## src/rtl/inst_queue_pkg.sv

```systemverilog
// Shared types and sizes for the fetch-to-decode instruction queue.
package inst_queue_pkg;

  localparam int XLEN     = 64;
  localparam int ILEN     = 32;
  localparam int IQ_DEPTH = 8;

  typedef struct packed {
    logic [XLEN-1:0] pc;
    logic [ILEN-1:0] inst;
  } iq_entry_t;

endpackage

```

## src/rtl/inst_queue.sv

```systemverilog
// Two-wide circular instruction queue between fetch and decode.
// Accepts up to two instructions per cycle and presents the two oldest.
module inst_queue
  import inst_queue_pkg::*;
#(
  parameter int DEPTH = IQ_DEPTH
) (
  input  logic                       clk,
  input  logic                       rst,
  input  logic                       flush_iq_i,
  input  logic                       fetch_valid_i,
  input  logic [XLEN-1:0]            fetch_pc_i,
  input  logic [ILEN-1:0]            fetch_inst0_i,
  input  logic                       fetch_inst1_valid_i,
  input  logic [ILEN-1:0]            fetch_inst1_i,
  output logic                       iq_ready_o,
  input  logic                       stall_decoder_inst0_i,
  output logic                       inst0_f1_valid_o,
  output logic                       inst1_f1_valid_o,
  output logic [XLEN-1:0]            inst0_f1_pc_o,
  output logic [XLEN-1:0]            inst1_f1_pc_o,
  output logic [ILEN-1:0]            inst0_f1_inst_o,
  output logic [ILEN-1:0]            inst1_f1_inst_o,
  output logic [$clog2(DEPTH):0]     iq_count_o
);

  localparam int PW = $clog2(DEPTH) + 1;
  localparam int AW = PW - 1;

  iq_entry_t mem [DEPTH];

  logic [PW-1:0] rd_ptr;
  logic [PW-1:0] wr_ptr;
  logic [PW-1:0] rd_ptr1;
  logic [PW-1:0] wr_ptr1;
  logic [PW-1:0] count;
  logic [PW-1:0] push_amt;
  logic [PW-1:0] pop_amt;
  logic [PW:0]   count_next;
  logic          push;
  iq_entry_t     head0;
  iq_entry_t     head1;

  // Pointer MSB disambiguates full/empty, so the difference is the occupancy.
  assign count   = wr_ptr - rd_ptr;
  assign rd_ptr1 = rd_ptr + PW'(1);
  assign wr_ptr1 = wr_ptr + PW'(1);

  assign iq_ready_o = (count <= PW'(DEPTH - 2));
  assign push       = fetch_valid_i & iq_ready_o & ~flush_iq_i;

  always_comb begin
    push_amt = '0;
    if (push)
      push_amt = fetch_inst1_valid_i ? PW'(2) : PW'(1);
  end

  assign inst0_f1_valid_o = (count != '0);
  assign inst1_f1_valid_o = (count >= PW'(2));

  always_comb begin
    pop_amt = '0;
    if (!stall_decoder_inst0_i)
      pop_amt = PW'(inst0_f1_valid_o) + PW'(inst1_f1_valid_o);
  end

  always_ff @(posedge clk) begin
    if (push) begin
      mem[wr_ptr[AW-1:0]] <= '{pc: fetch_pc_i, inst: fetch_inst0_i};
      if (fetch_inst1_valid_i)
        mem[wr_ptr1[AW-1:0]] <= '{pc: fetch_pc_i + 64'd4,
                                  inst: fetch_inst1_i};
    end
  end

  always_ff @(posedge clk) begin
    if (rst || flush_iq_i) begin
      rd_ptr <= '0;
      wr_ptr <= '0;
    end else begin
      rd_ptr <= rd_ptr + pop_amt;
      wr_ptr <= wr_ptr + push_amt;
    end
  end

  assign head0 = mem[rd_ptr[AW-1:0]];
  assign head1 = mem[rd_ptr1[AW-1:0]];

  assign inst0_f1_pc_o   = inst0_f1_valid_o ? head0.pc   : '0;
  assign inst0_f1_inst_o = inst0_f1_valid_o ? head0.inst : '0;
  assign inst1_f1_pc_o   = inst1_f1_valid_o ? head1.pc   : '0;
  assign inst1_f1_inst_o = inst1_f1_valid_o ? head1.inst : '0;

  assign iq_count_o = count;

  // Underflow wraps to a huge value, so one bound catches both directions.
  assign count_next = {1'b0, count} + {1'b0, push_amt} - {1'b0, pop_amt};

  always_ff @(posedge clk) begin
    if (!rst && !flush_iq_i)
      assert (count_next <= (PW+1)'(DEPTH));
  end

endmodule

```

## config.mk

```make
export PLATFORM = sky130hd
export DESIGN_NAME = inst_queue
export DESIGN_NICKNAME = d
export VERILOG_FILES = /design/src/rtl/inst_queue_pkg.sv /design/src/rtl/inst_queue.sv
export SDC_FILE = /design/constraint.sdc
export NUM_CORES = 2
export LEC_CHECK = 0
export BUFFER_PORTS_ARGS = -buffer_cell sky130_fd_sc_hd__clkbuf_2
export CAP_MARGIN = 0
export CORE_MARGIN = 2
export CORE_UTILIZATION = 62
export CTS_CLUSTER_DIAMETER = 100
export DETAILED_ROUTE_END_ITERATION = 10
export MAX_ROUTING_LAYER = met4
export PLACE_DENSITY = 0.92
export SYNTH_ARGS = -nofsm -noshare
export SYNTH_HDL_FRONTEND = slang
export SYNTH_SLANG_ARGS = --single-unit
```

## constraint.sdc

```tcl
create_clock -name clk -period 18.6 [get_ports clk]
set_input_delay 1.86 -clock clk [delete_from_list [all_inputs] [get_ports clk]]
set_output_delay 1.86 -clock clk [all_outputs]
set_load 0.005 [all_outputs]
```

==> summary.md <==
Leaving out fill and tap cells, the most frequent cells in the layout are 768 x sky130_fd_sc_hd__edfxtp_1, 495 x sky130_fd_sc_hd__nand3_1, 486 x sky130_fd_sc_hd__xnor2_1. The layout cell share with drive strength beyond 1 was 0.320; the worst slew slack as a fraction of its limit was -0.0189. The overflow left after global routing is 0, and the full die area is 78200 um^2. The final layout contains 3832 nets. The count of pins over their slew limit came out at 46. Including well taps, the total number of placed cells is 4576.

The logs give 1 for the count of max-cap constraint violations and 6.25 ns for the worst endpoint data arrival time. The effective utilization at floorplan was 0.623; the post-cts repair resize count was 0. For the post-detailed-route count of antenna-violating nets, the log shows 0.

Static timing analysis puts the maximum clock frequency at 0.123 GHz. The run gives 0 as the number of warning messages in the yosys log. The logs give 0 for the count of endpoints failing hold in the final timing report and 0 for the buffers inserted during post-CTS setup optimization.

The synthesized netlist net count is 3717. The worst setup path is captured at an output pin. The met2 global-route usage was 0.581; the number of global-route vias before repair was 34800. The logs give 0.0740 for the met3 routing resource usage after global routing and 0 for the number of setup violations in the final report. Entering global routing, the biggest net connects 247 pins. The routed design has 140000 um of wire. The share of async-settable or async-resettable flops after synthesis is 0, and the signed area change from the synthesized netlist to the final layout is 9.53%. The sink count of the clock tree was 776. After detailed placement, the total cell area comes to 49000 um^2.

Counting flops with a built-in enable in the synthesized netlist gives 768. The worst register-to-register path begins at rd_ptr[2]. The critical path in this run is classified as reg -> out. The tools report the number of vias after detailed routing as 34000.

The number of rows created at floorplan is 101. The tools report the source of the critical timing path as rd_ptr[2]. In this run the count of I/O pins placed on the die edge is 333. The checks that failed: capacitance limit, slew limit. The tools report the cell area after layout as 51600 um^2.

Simple-gate area share of the yosys netlist: 0.102. After synthesis the cells add up to 47100 um^2. The initial antenna violation count came out at 13. For this block, the initial DRC count from the detailed router was 4912. After the flow finishes, the layout carries non-filler instances totaling 4744. The first TritonRoute pass finished after 6 iterations. The wire length of the first global-routing pass was 207000 um. After synthesis, the mean cell area works out to 13.2 um^2. For this run, design rule violations remaining after detail routing come to 0. Fraction of the mapped netlist area in compound gates: 0.0252.

Leakage power: 16.2 nW. In the final routed layout, each cell accounts on average for 29.4 um. The number of storage elements in the synthesis netlist is 776. The number of different library cells used by synthesis comes to 42. The peak supply drop came out at 0.161 mV.

The fraction of synthesized cell area in xor and xnor cells was 0.0913; the share of synthesized cell area in full adder, half adder and majority cells was 0.00420. Counting the buffers created by CTS gives 84. Power spread over the standard cell area amounts to 116 nW/um^2. Number of cells on the worst hold path: 2. The largest family of logic cells by synthesized area is multiplexers. Buffers placed on the I/O ports in this run total 332.

The minimum period implied by the final worst setup slack was 8.11 ns. After technology mapping, the gate count stands at 3569. The overall global routing resource usage is 0.365, and the path depth of the worst reg2reg path is 12. After clock tree synthesis, the clock-pin slew on the worst setup and hold paths is 0.06 ns. At the later pin of the worst-skew pair, clock insertion delay measures 0.64 ns. The worst setup path is launched from a flop. After routing, the total negative slack on setup checks comes to 0 ns. The class of the most critical hold timing path is reg -> reg. The x dimension of the die works out to 280 um. The run gives 0.435 as the met1 track demand over resource in global routing.

TritonCTS built the clock tree. In this run the worst path has a maximum fanout of 49. At the pin with the least slew margin, the transition time is 1.53 ns. Dividing the detail-routed via count by the number of cells gives 7.17. The tools report the post-synthesis sequential area ratio as 0.493.

The number of buffers inserted for hold repair after clock tree synthesis was 0; the maximum count of clock buffers along a single path was 3. The die is 280 um tall. The flow ran to the end, but the final reports show violations.

The post-route core utilization came out at 0.682. Setup repair after global routing left no endpoint under its margin. At the end of routability-driven placement, the weighted congestion stood at 0.846.

In this run the standard cell core region covers 75600 um^2. Final clock period utilization by the worst path: 0.436. The fraction of synthesized area in multiplexers is 0.247. Data on the critical path is required at its endpoint by 16.74 ns. The startpoint identified for the worst hold timing path is wr_ptr[3].

Clock tree synthesis selected as its root buffer the cell sky130_fd_sc_hd__clkbuf_16. In this run the most used layer during global routing was met2. The placed wire-length estimate is 79000 um.

Worst clock skew on the final layout: 0.0225 ns. The most used flip-flop cell after synthesis is sky130_fd_sc_hd__edfxtp_1. The worst hold margin was 0.572 ns.

The run gives 3 as the number of H-tree levels. The most frequent standard cell in the layout excluding fill and tap cells is sky130_fd_sc_hd__edfxtp_1.
cells by family after synthesis:
family,Yosys count
compound gates,222
xor+xnor,491
fa+ha+maj,14
buf+inv,386
flops,776
mux,648
simple gates,1032
area by class of cell:
cell class | instances | area [um^2]
Clock buffer | 111 | 2220
Inverter | 17 | 66.3
Multi-Input combinational cell | 2407 | 22300
Tap cell | 978 | 1220
Sequential cell | 776 | 23200
Antenna cell | 15 | 37.5
Clock inverter | 42 | 323
Fill cell | 4855 | 24000
Timing Repair Buffer | 398 | 2190
flip-flops by register name, summed over array words and instances (netlist names):
name / cells
wr_ptr: 4
rd_ptr: 4
mem: 768
power breakdown:
group	switching (W)	leakage [nW]	internal [W]	total, W
Clock	0.000706	1.23	0.000886	0.00159
Sequential	0.0000455	7.02	0.00198	0.00203
Combinational	0.00139	7.98	0.000959	0.00235
Total	0.00214	16.2	0.00383	0.00597
per-layer routing:
metal	wire (um)	share of wire
met5	0	0
met4	8560	0.061
met3	18200	0.13
met2	68000	0.49
met1	44700	0.32
Yosys cell counts, types with 8 or more instances:
master	number	share of area
sky130_fd_sc_hd__nand4_1	13	0.0017
sky130_fd_sc_hd__nand2_2	8	0.0011
sky130_fd_sc_hd__mux2_2	264	0.063
sky130_fd_sc_hd__mux4_2	384	0.18
sky130_fd_sc_hd__nand3_1	495	0.053
sky130_fd_sc_hd__ha_1	11	0.0029
sky130_fd_sc_hd__nand2_1	403	0.032
sky130_fd_sc_hd__and3_1	19	0.0025
sky130_fd_sc_hd__and2_1	10	0.0013
sky130_fd_sc_hd__buf_2	73	0.0078
sky130_fd_sc_hd__buf_4	28	0.0045
sky130_fd_sc_hd__dfxtp_1	8	0.0034
sky130_fd_sc_hd__xnor2_1	487	0.091
sky130_fd_sc_hd__inv_1	16	0.0013
sky130_fd_sc_hd__nor3_1	24	0.0026
sky130_fd_sc_hd__edfxtp_1	768	0.49
sky130_fd_sc_hd__buf_1	54	0.0043
sky130_fd_sc_hd__buf_6	14	0.0033
sky130_fd_sc_hd__a21oi_1	204	0.022
sky130_fd_sc_hd__clkbuf_1	199	0.016
sky130_fd_sc_hd__nor2_1	28	0.0022
per-stage QoR:
stage	setup WS [ns]	total power (W)
final	10.49	0.00597
after floorplan	4.73	0.00345
after global routing	10.52	0.00614
after global placement	11.58	0.00428
after CTS	10.79	0.00592
after detailed placement	11.46	0.00434
final timing paths:
path / endpoint / slack, ns
worst max-delay path: inst1_f1_pc_o[60] / 10.49
worst min-delay path: wr_ptr[3] / 0.57
worst max register to register: mem[6][51] / 11.65
worst min register to register: wr_ptr[3] / 0.57
critical path: stages (launching register included):
cell and delay, ns:
sky130_fd_sc_hd__dfxtp_4 0.99, sky130_fd_sc_hd__inv_4 0.56, sky130_fd_sc_hd__ha_1 0.50, sky130_fd_sc_hd__o21a_1 0.13, sky130_fd_sc_hd__or3_4 0.41, sky130_fd_sc_hd__and2_0 0.31, sky130_fd_sc_hd__nor2_4 0.99, sky130_fd_sc_hd__buf_4 0.46
sky130_fd_sc_hd__buf_4 0.67, sky130_fd_sc_hd__a21oi_1 0.29, sky130_fd_sc_hd__clkbuf_2 0.20
Note: power is estimated with default switching activity, not from simulation.
